$ cat config.mk
export PLATFORM = sky130hd
export DESIGN_NAME = multicycle_control_fsm
export DESIGN_NICKNAME = d
export VERILOG_FILES = /design/src/rtl/multicycle_control_fsm.sv
export SDC_FILE = /design/constraint.sdc
export NUM_CORES = 1
export LEC_CHECK = 0
export ABC_AREA = 1
export CORE_MARGIN = 3
export CORE_UTILIZATION = 37
export DETAILED_ROUTE_END_ITERATION = 7
export PLACE_DENSITY = 0.84
export SLEW_MARGIN = 20
export SYNTH_ARGS = -nofsm -noshare
export SYNTH_HDL_FRONTEND = slang
export SYNTH_SLANG_ARGS = --single-unit
$ cat constraint.sdc
create_clock -name clk_i -period 1.3 [get_ports clk_i]
set_input_delay 0.26 -clock clk_i [delete_from_list [all_inputs] [get_ports clk_i]]
set_output_delay 0.26 -clock clk_i [all_outputs]
set_load 0.02 [all_outputs]
$ cat src/rtl/multicycle_control_fsm.sv
// Main control FSM for the multicycle RV32I core: sequences each instruction over 3-5 cycles
// and drives datapath selects and write strobes from the opcode held in the IR.
module multicycle_control_fsm #(
  parameter bit SUPPORT_UPPER   = 1'b1,
  parameter bit SUPPORT_JALR    = 1'b1,
  parameter bit MEM_HANDSHAKE   = 1'b0,
  parameter bit TRAP_ON_ILLEGAL = 1'b1
) (
  input  logic       clk_i,
  input  logic       rst_i,
  input  logic [6:0] op_i,
  input  logic       mem_ready_i,
  output logic       PCUpdate_o,
  output logic       Branch_o,
  output logic       RegWrite_o,
  output logic       MemWrite_o,
  output logic       IRWrite_o,
  output logic       AdrSrc_o,
  output logic [1:0] ResultSrc_o,
  output logic [1:0] ALUSrcA_o,
  output logic [1:0] ALUSrcB_o,
  output logic [2:0] ImmSrc_o,
  output logic [1:0] ALUOp_o,
  output logic       mem_req_o,
  output logic       illegal_o,
  output logic [3:0] state_o
);

  localparam logic [6:0] OpLoad  = 7'b0000011;
  localparam logic [6:0] OpStore = 7'b0100011;
  localparam logic [6:0] OpR     = 7'b0110011;
  localparam logic [6:0] OpI     = 7'b0010011;
  localparam logic [6:0] OpBr    = 7'b1100011;
  localparam logic [6:0] OpJal   = 7'b1101111;
  localparam logic [6:0] OpJalr  = 7'b1100111;
  localparam logic [6:0] OpLui   = 7'b0110111;
  localparam logic [6:0] OpAuipc = 7'b0010111;

  typedef enum logic [3:0] {
    StFetch    = 4'd0,
    StDecode   = 4'd1,
    StMemAdr   = 4'd2,
    StMemRead  = 4'd3,
    StMemWb    = 4'd4,
    StMemWrite = 4'd5,
    StExecR    = 4'd6,
    StExecI    = 4'd7,
    StAluWb    = 4'd8,
    StBranch   = 4'd9,
    StJal      = 4'd10,
    StJalrAdr  = 4'd11,
    StExecU    = 4'd12,
    StTrap     = 4'd15
  } state_e;

  state_e state_q, state_d;
  logic   illegal_q, illegal_d;
  logic   ready;
  logic   dec_illegal;

  assign ready = !MEM_HANDSHAKE || mem_ready_i;

  always_comb begin
    state_d     = state_q;
    dec_illegal = 1'b0;
    // Sticky in trap mode; otherwise a one-cycle pulse after the offending decode.
    illegal_d   = TRAP_ON_ILLEGAL ? illegal_q : 1'b0;
    unique case (state_q)
      StFetch:    if (ready) state_d = StDecode;
      StDecode: begin
        unique case (op_i)
          OpLoad, OpStore: state_d = StMemAdr;
          OpR:             state_d = StExecR;
          OpI:             state_d = StExecI;
          OpBr:            state_d = StBranch;
          OpJal:           state_d = StJal;
          OpJalr:          if (SUPPORT_JALR) state_d = StJalrAdr; else dec_illegal = 1'b1;
          OpLui, OpAuipc:  if (SUPPORT_UPPER) state_d = StExecU; else dec_illegal = 1'b1;
          default:         dec_illegal = 1'b1;
        endcase
        if (dec_illegal) begin
          state_d   = TRAP_ON_ILLEGAL ? StTrap : StFetch;
          illegal_d = 1'b1;
        end
      end
      StMemAdr:   state_d = op_i[5] ? StMemWrite : StMemRead;
      StMemRead:  if (ready) state_d = StMemWb;
      StMemWrite: if (ready) state_d = StFetch;
      StMemWb, StBranch, StAluWb: state_d = StFetch;
      StExecR, StExecI, StExecU, StJal: state_d = StAluWb;
      StJalrAdr:  state_d = StJal;
      StTrap:     state_d = StTrap;
      default:    state_d = StFetch;
    endcase
  end

  always_ff @(posedge clk_i or posedge rst_i) begin
    if (rst_i) begin
      state_q   <= StFetch;
      illegal_q <= 1'b0;
    end else begin
      state_q   <= state_d;
      illegal_q <= illegal_d;
    end
  end

  always_comb begin
    logic pc_upd, br, rw, mw, irw, req;
    pc_upd      = 1'b0;
    br          = 1'b0;
    rw          = 1'b0;
    mw          = 1'b0;
    irw         = 1'b0;
    req         = 1'b0;
    AdrSrc_o    = 1'b0;
    ResultSrc_o = 2'b00;
    ALUSrcA_o   = 2'b00;
    ALUSrcB_o   = 2'b00;
    ALUOp_o     = 2'b00;
    unique case (state_q)
      StFetch: begin
        irw         = ready;
        pc_upd      = ready;
        req         = 1'b1;
        ALUSrcB_o   = 2'b10;
        ResultSrc_o = 2'b10;
      end
      StDecode: begin
        ALUSrcA_o = 2'b01;
        ALUSrcB_o = 2'b01;
      end
      StMemAdr, StJalrAdr: begin
        ALUSrcA_o = 2'b10;
        ALUSrcB_o = 2'b01;
      end
      StMemRead: begin
        AdrSrc_o = 1'b1;
        req      = 1'b1;
      end
      StMemWb: begin
        ResultSrc_o = 2'b01;
        rw          = 1'b1;
      end
      StMemWrite: begin
        AdrSrc_o = 1'b1;
        mw       = 1'b1;
        req      = 1'b1;
      end
      StExecR: begin
        ALUSrcA_o = 2'b10;
        ALUOp_o   = 2'b10;
      end
      StExecI: begin
        ALUSrcA_o = 2'b10;
        ALUSrcB_o = 2'b01;
        ALUOp_o   = 2'b10;
      end
      StAluWb:  rw = 1'b1;
      StBranch: begin
        ALUSrcA_o = 2'b10;
        ALUOp_o   = 2'b01;
        br        = 1'b1;
      end
      StJal: begin
        ALUSrcA_o = 2'b01;
        ALUSrcB_o = 2'b10;
        pc_upd    = 1'b1;
      end
      // lui adds the immediate to zero, auipc to OldPC.
      StExecU: begin
        ALUSrcA_o = op_i[5] ? 2'b11 : 2'b01;
        ALUSrcB_o = 2'b01;
      end
      default: ;
    endcase
    PCUpdate_o = pc_upd & ~rst_i;
    Branch_o   = br & ~rst_i;
    RegWrite_o = rw & ~rst_i;
    MemWrite_o = mw & ~rst_i;
    IRWrite_o  = irw & ~rst_i;
    mem_req_o  = req & ~rst_i;
  end

  always_comb begin
    unique case (op_i)
      OpStore:        ImmSrc_o = 3'b001;
      OpBr:           ImmSrc_o = 3'b010;
      OpJal:          ImmSrc_o = 3'b011;
      OpLui, OpAuipc: ImmSrc_o = 3'b100;
      default:        ImmSrc_o = 3'b000;
    endcase
  end

  assign illegal_o = illegal_q;
  assign state_o   = state_q;

endmodule

==> results of run 1 <==
-- stage by stage --
| stage | instances | cell area (sq um) | util |
|---|---|---|---|
| after detailed placement | 180 | 1220 | 0.871 |
| after floorplan | 106 | 667 | - |
| after global placement | 180 | 1220 | 0.871 |
-- Yosys cell counts, drive strengths merged --
cell / number / area [sq um]
nor3: 3 / 20.0
nor4: 1 / 12.5
inv: 23 / 86.3
a21oi: 7 / 35.0
dfrtp: 5 / 125
a31oi: 1 / 6.26
nor2: 21 / 104
o21ai: 5 / 25.0
a211oi: 1 / 7.51
nand3: 6 / 30.0
nand2: 30 / 123
o211ai: 1 / 7.51
nand3b: 2 / 15.0
-- cell families after synthesis --
kind of cell | after synthesis | share of synthesized area
AO/OA/AOI/OAI | 15 | 0.136
buffers and inverters | 23 | 0.145
flip-flops | 5 | 0.210
AND/OR/NAND/NOR | 63 | 0.509
==> impl_metrics.json, run 1 <==
{
  "status": "did not finish",
  "postSynthCellCount": 106,
  "cts_buffers": 3,
  "error": "[ERROR DPL-0038] Utilization greater than 100%, impossible to legalize",
  "ys_warn_count": 0,
  "synth_area_sq_um": 597,
  "ys_seq_elements": 5,
  "place_congestion": 0.855,
  "dp_hpwl_mm": 2.16,
  "cts_max_level": 1,
  "rows": 13,
  "holdBufCountCts": 0,
  "haltStage": "clock tree synthesis (4_1_cts)",
  "cts_setup_buffers": 17,
  "portBuffers": 31,
  "synth.distinct_cells": 20,
  "pre_cts_ws_ns": -0.768,
  "die_h_um": 46.2,
  "root_buffer": "clkbuf_4",
  "cts_max_path_buffers": 2,
  "io-pin-count": 33,
  "fp.dieW_um": 46.2,
  "synth_seq_area_share": 0.210,
  "avgSynthCellArea_sq_um": 5.63,
  "cts_resized": 172,
  "synth_nets": 116,
  "initial_core_util": 0.427,
  "cts.sinks": 5
}
==> run 2: changes to the inputs <==
Settings changed: CORE_AREA set to 3 3 64 66, CORE_MARGIN 3 to unset, CORE_UTILIZATION 37 to unset, DIE_AREA set to 0 0 67 69, PLACE_DENSITY 0.84 to unset, PLACE_DENSITY_LB_ADDON set to 0.15.
==> run 2 against run 1 <==
The flow now finishes, with violations (setup timing). Area after synthesis did not move. Synthesized cell count did not move.
==> impl_metrics.json, run 2 <==
{
  "period_needed_ns": 1.63,
  "portBuffers": 31,
  "p_leak_nw": 0.784,
  "ys_warn_count": 0,
  "wire_per_inst_um": 10.7,
  "viasPerCell": 4.10,
  "cap_violations": 0,
  "p_seq_frac": 0.113,
  "relSlewSlack": 0.835,
  "ant_nets": 0,
  "yosys_most_used_dff": "dfrtp_1",
  "slew_violations": 0,
  "drtPass1Iterations": 4,
  "track_usage": 0.114,
  "final_common_cell": "buf_4",
  "place_congestion": 0.874,
  "fillers": 399,
  "avgSynthCellArea_sq_um": 5.63,
  "postSynth.asyncResetShare": 1.00,
  "cts_tree": "built",
  "area_delta_synth_final_pct": 157,
  "initial_core_util": 0.164,
  "grt_pass1_wl_mm": 4.26,
  "clock_skew_ns": 0.00238,
  "postSynthCellCount": 106,
  "utilization": 0.421,
  "dp_hpwl_mm": 1.91,
  "worstSetupStartpointType": "flop",
  "synth_edf_count": 0,
  "internal_power_w": 0.00156,
  "die_h_um": 69,
  "fp.dieW_um": 67,
  "insertion_delay_ns": 0.22,
  "synthMostInstantiatedCell": "nand2_1",
  "clkSlewWorstSetupHoldPaths_ns": 0.04,
  "grt_max_degree": 7,
  "cts_buffers": 3,
  "final_cell_mix": "buf_4, nand2_1, buf_6, nor2_4, inv_2",
  "critPathLaunch": "state_o[1]",
  "antenna_found_initial": 0,
  "synth_area_sq_um": 597,
  "route.vias.total": 955,
  "p_switching_w": 0.00145,
  "ys_seq_elements": 5,
  "status": "complete, but fails checks",
  "finalWirelength_mm": 2.49,
  "tightest_slew_ns": 0.245,
  "worstPathRequired_ns": 1.04,
  "reg2reg_slack_ns": -0.02,
  "r2r-start": "state_o[0]",
  "synth.area.top_cells": "dfrtp_1, nand2_1, inv_1",
  "synth_seq_area_share": 0.210,
  "hold_path_class": "flop to flop",
  "core_area_sq_um": 3630,
  "switching_share": 0.482,
  "r2r_end": "state_o[0]",
  "holdBufCountCts": 0,
  "cp_max_fo": 4,
  "cts_max_level": 1,
  "power_w": 0.00301,
  "min_period_over_period": 1.26,
  "synthTopCellsByCount": "nand2_1, inv_1, nor2_1, inv_2, a21oi_1",
  "end_kind": "output pin",
  "worstRegToRegCells": 8,
  "synth.distinct_cells": 20,
  "cts.sinks": 5,
  "endpoint": "ALUSrcB_o[0]",
  "root_buffer": "clkbuf_8",
  "cts_max_path_buffers": 2,
  "comb_power_share": 0.794,
  "drc": 0,
  "drtIter0Drc": 11,
  "io-pin-count": 33,
  "worstSetupPathType": "flop to output pin",
  "grt_pass1_vias": 1010,
  "diodes": 0,
  "drive_gt1_frac": 0.719,
  "largest_reg_flops": 4,
  "cp.arrival_ns": 1.37,
  "synth_nets": 116,
  "yosysTopAreaCellShare": 0.210,
  "rows": 22,
  "max_freq_mhz": 613,
  "layout_setup_ws_ns": -0.332,
  "dieArea_sq_um": 4620,
  "hold_viol": 0,
  "rsz0062_at_grt": "true",
  "ir_worst_vdd_mv": 0.600,
  "setup_viol": 18,
  "grt_overflow": 0,
  "violations": "setup timing",
  "pwr-share-clk": 0.094,
  "p_per_area_nw_per_um2": 1960,
  "final_net_count": 196,
  "yosysTopAreaCell": "dfrtp_1"
}
## run 2: cell counts after synthesis
Identical to the previous run, type by type.
## run 2: critical path, cell delays in order (launching register included)
cell and delay (ns):
dfrtp_2 0.43, inv_4 0.09, nor2_2 0.04, nand2_1 0.09, inv_2 0.06, a31oi_4 0.15, o211ai_1 0.12, buf_4 0.17
## run 2: kinds of logic after synthesis
group	Yosys count	synth area share
AOI/OAI and AO/OA	15	0.136
buffers and inverters	23	0.145
and+or+nand+nor	63	0.509
DFF	5	0.210
## run 2: metal layers
metal,global-route usage,part of all wire
met5,0,0
met4,0.0135,0.012
met3,0.0228,0.043
met2,0.211,0.54
met1,0.134,0.41
## run 2: worst min path at each step
stage          startpoint   endpoint  slack (ns)  cells after the start
6_report        illegal_o  illegal_o        0.47                      2
3_3_place_gp    illegal_o  illegal_o        0.46                      2
2_1_floorplan       rst_i  illegal_o        0.04                      1
4_1_cts         illegal_o  illegal_o        0.48                      2
5_1_grt         illegal_o  illegal_o        0.52                      2
3_5_place_dp    illegal_o  illegal_o        0.46                      2
## run 2: stage by stage
stage / setup TNS (ns) / hold WS, ns / setup WS [ns] / instances / area (sq um)
6_report: -4.16 / 0.466 / -0.332 / 233 / 1530
5_1_grt: -5.34 / 0.521 / -0.411 / 233 / 1530
4_1_cts: -4.30 / 0.476 / -0.329 / 232 / 1480
3_5_place_dp: -12.09 / 0.459 / -0.781 / 219 / 1290
3_3_place_gp: -12.01 / 0.460 / -0.739 / 219 / 1290
2_1_floorplan: -0.941 / 0.0382 / -0.141 / 106 / 667
## run 2: cell type report
cell class                      instances  area (sq um)  area share
Clock buffer                            4          45.0      0.0294
Inverter                               23          96.3      0.0629
Sequential cell                         5           130      0.0850
Timing Repair Buffer                   75           616       0.402
Multi-Input combinational cell         78           584       0.382
Tap cell                               48          60.1      0.0392
## run 2: what timing repair did
action / in CTS / in global routing
buffers inserted: 9 / 2
setup endpoints to repair: 27 / 25
resized for setup: 167 / 20
pin swaps: 14 / 14
## run 2: power by group through the flow
| stage | Sequential [W] | Combinational (W) | Clock (W) |
|---|---|---|---|
| global route | 0.000348 | 0.00258 | 0.000305 |
| detailed placement | 0.000325 | 0.00205 | 0 |
| floorplan | 0.000374 | 0.000976 | 0 |
| finish | 0.000339 | 0.00239 | 0.000283 |
| global placement | 0.000324 | 0.00203 | 0 |
| CTS | 0.000332 | 0.00228 | 0.000291 |
No activity file was read; power rests on OpenSTA's default activity.
==> run 3: changes to the inputs <==
Settings changed: CAP_MARGIN set to 40.
==> results of run 3 <==
The final DEF is identical to that of run 2; final timing and power are the same.
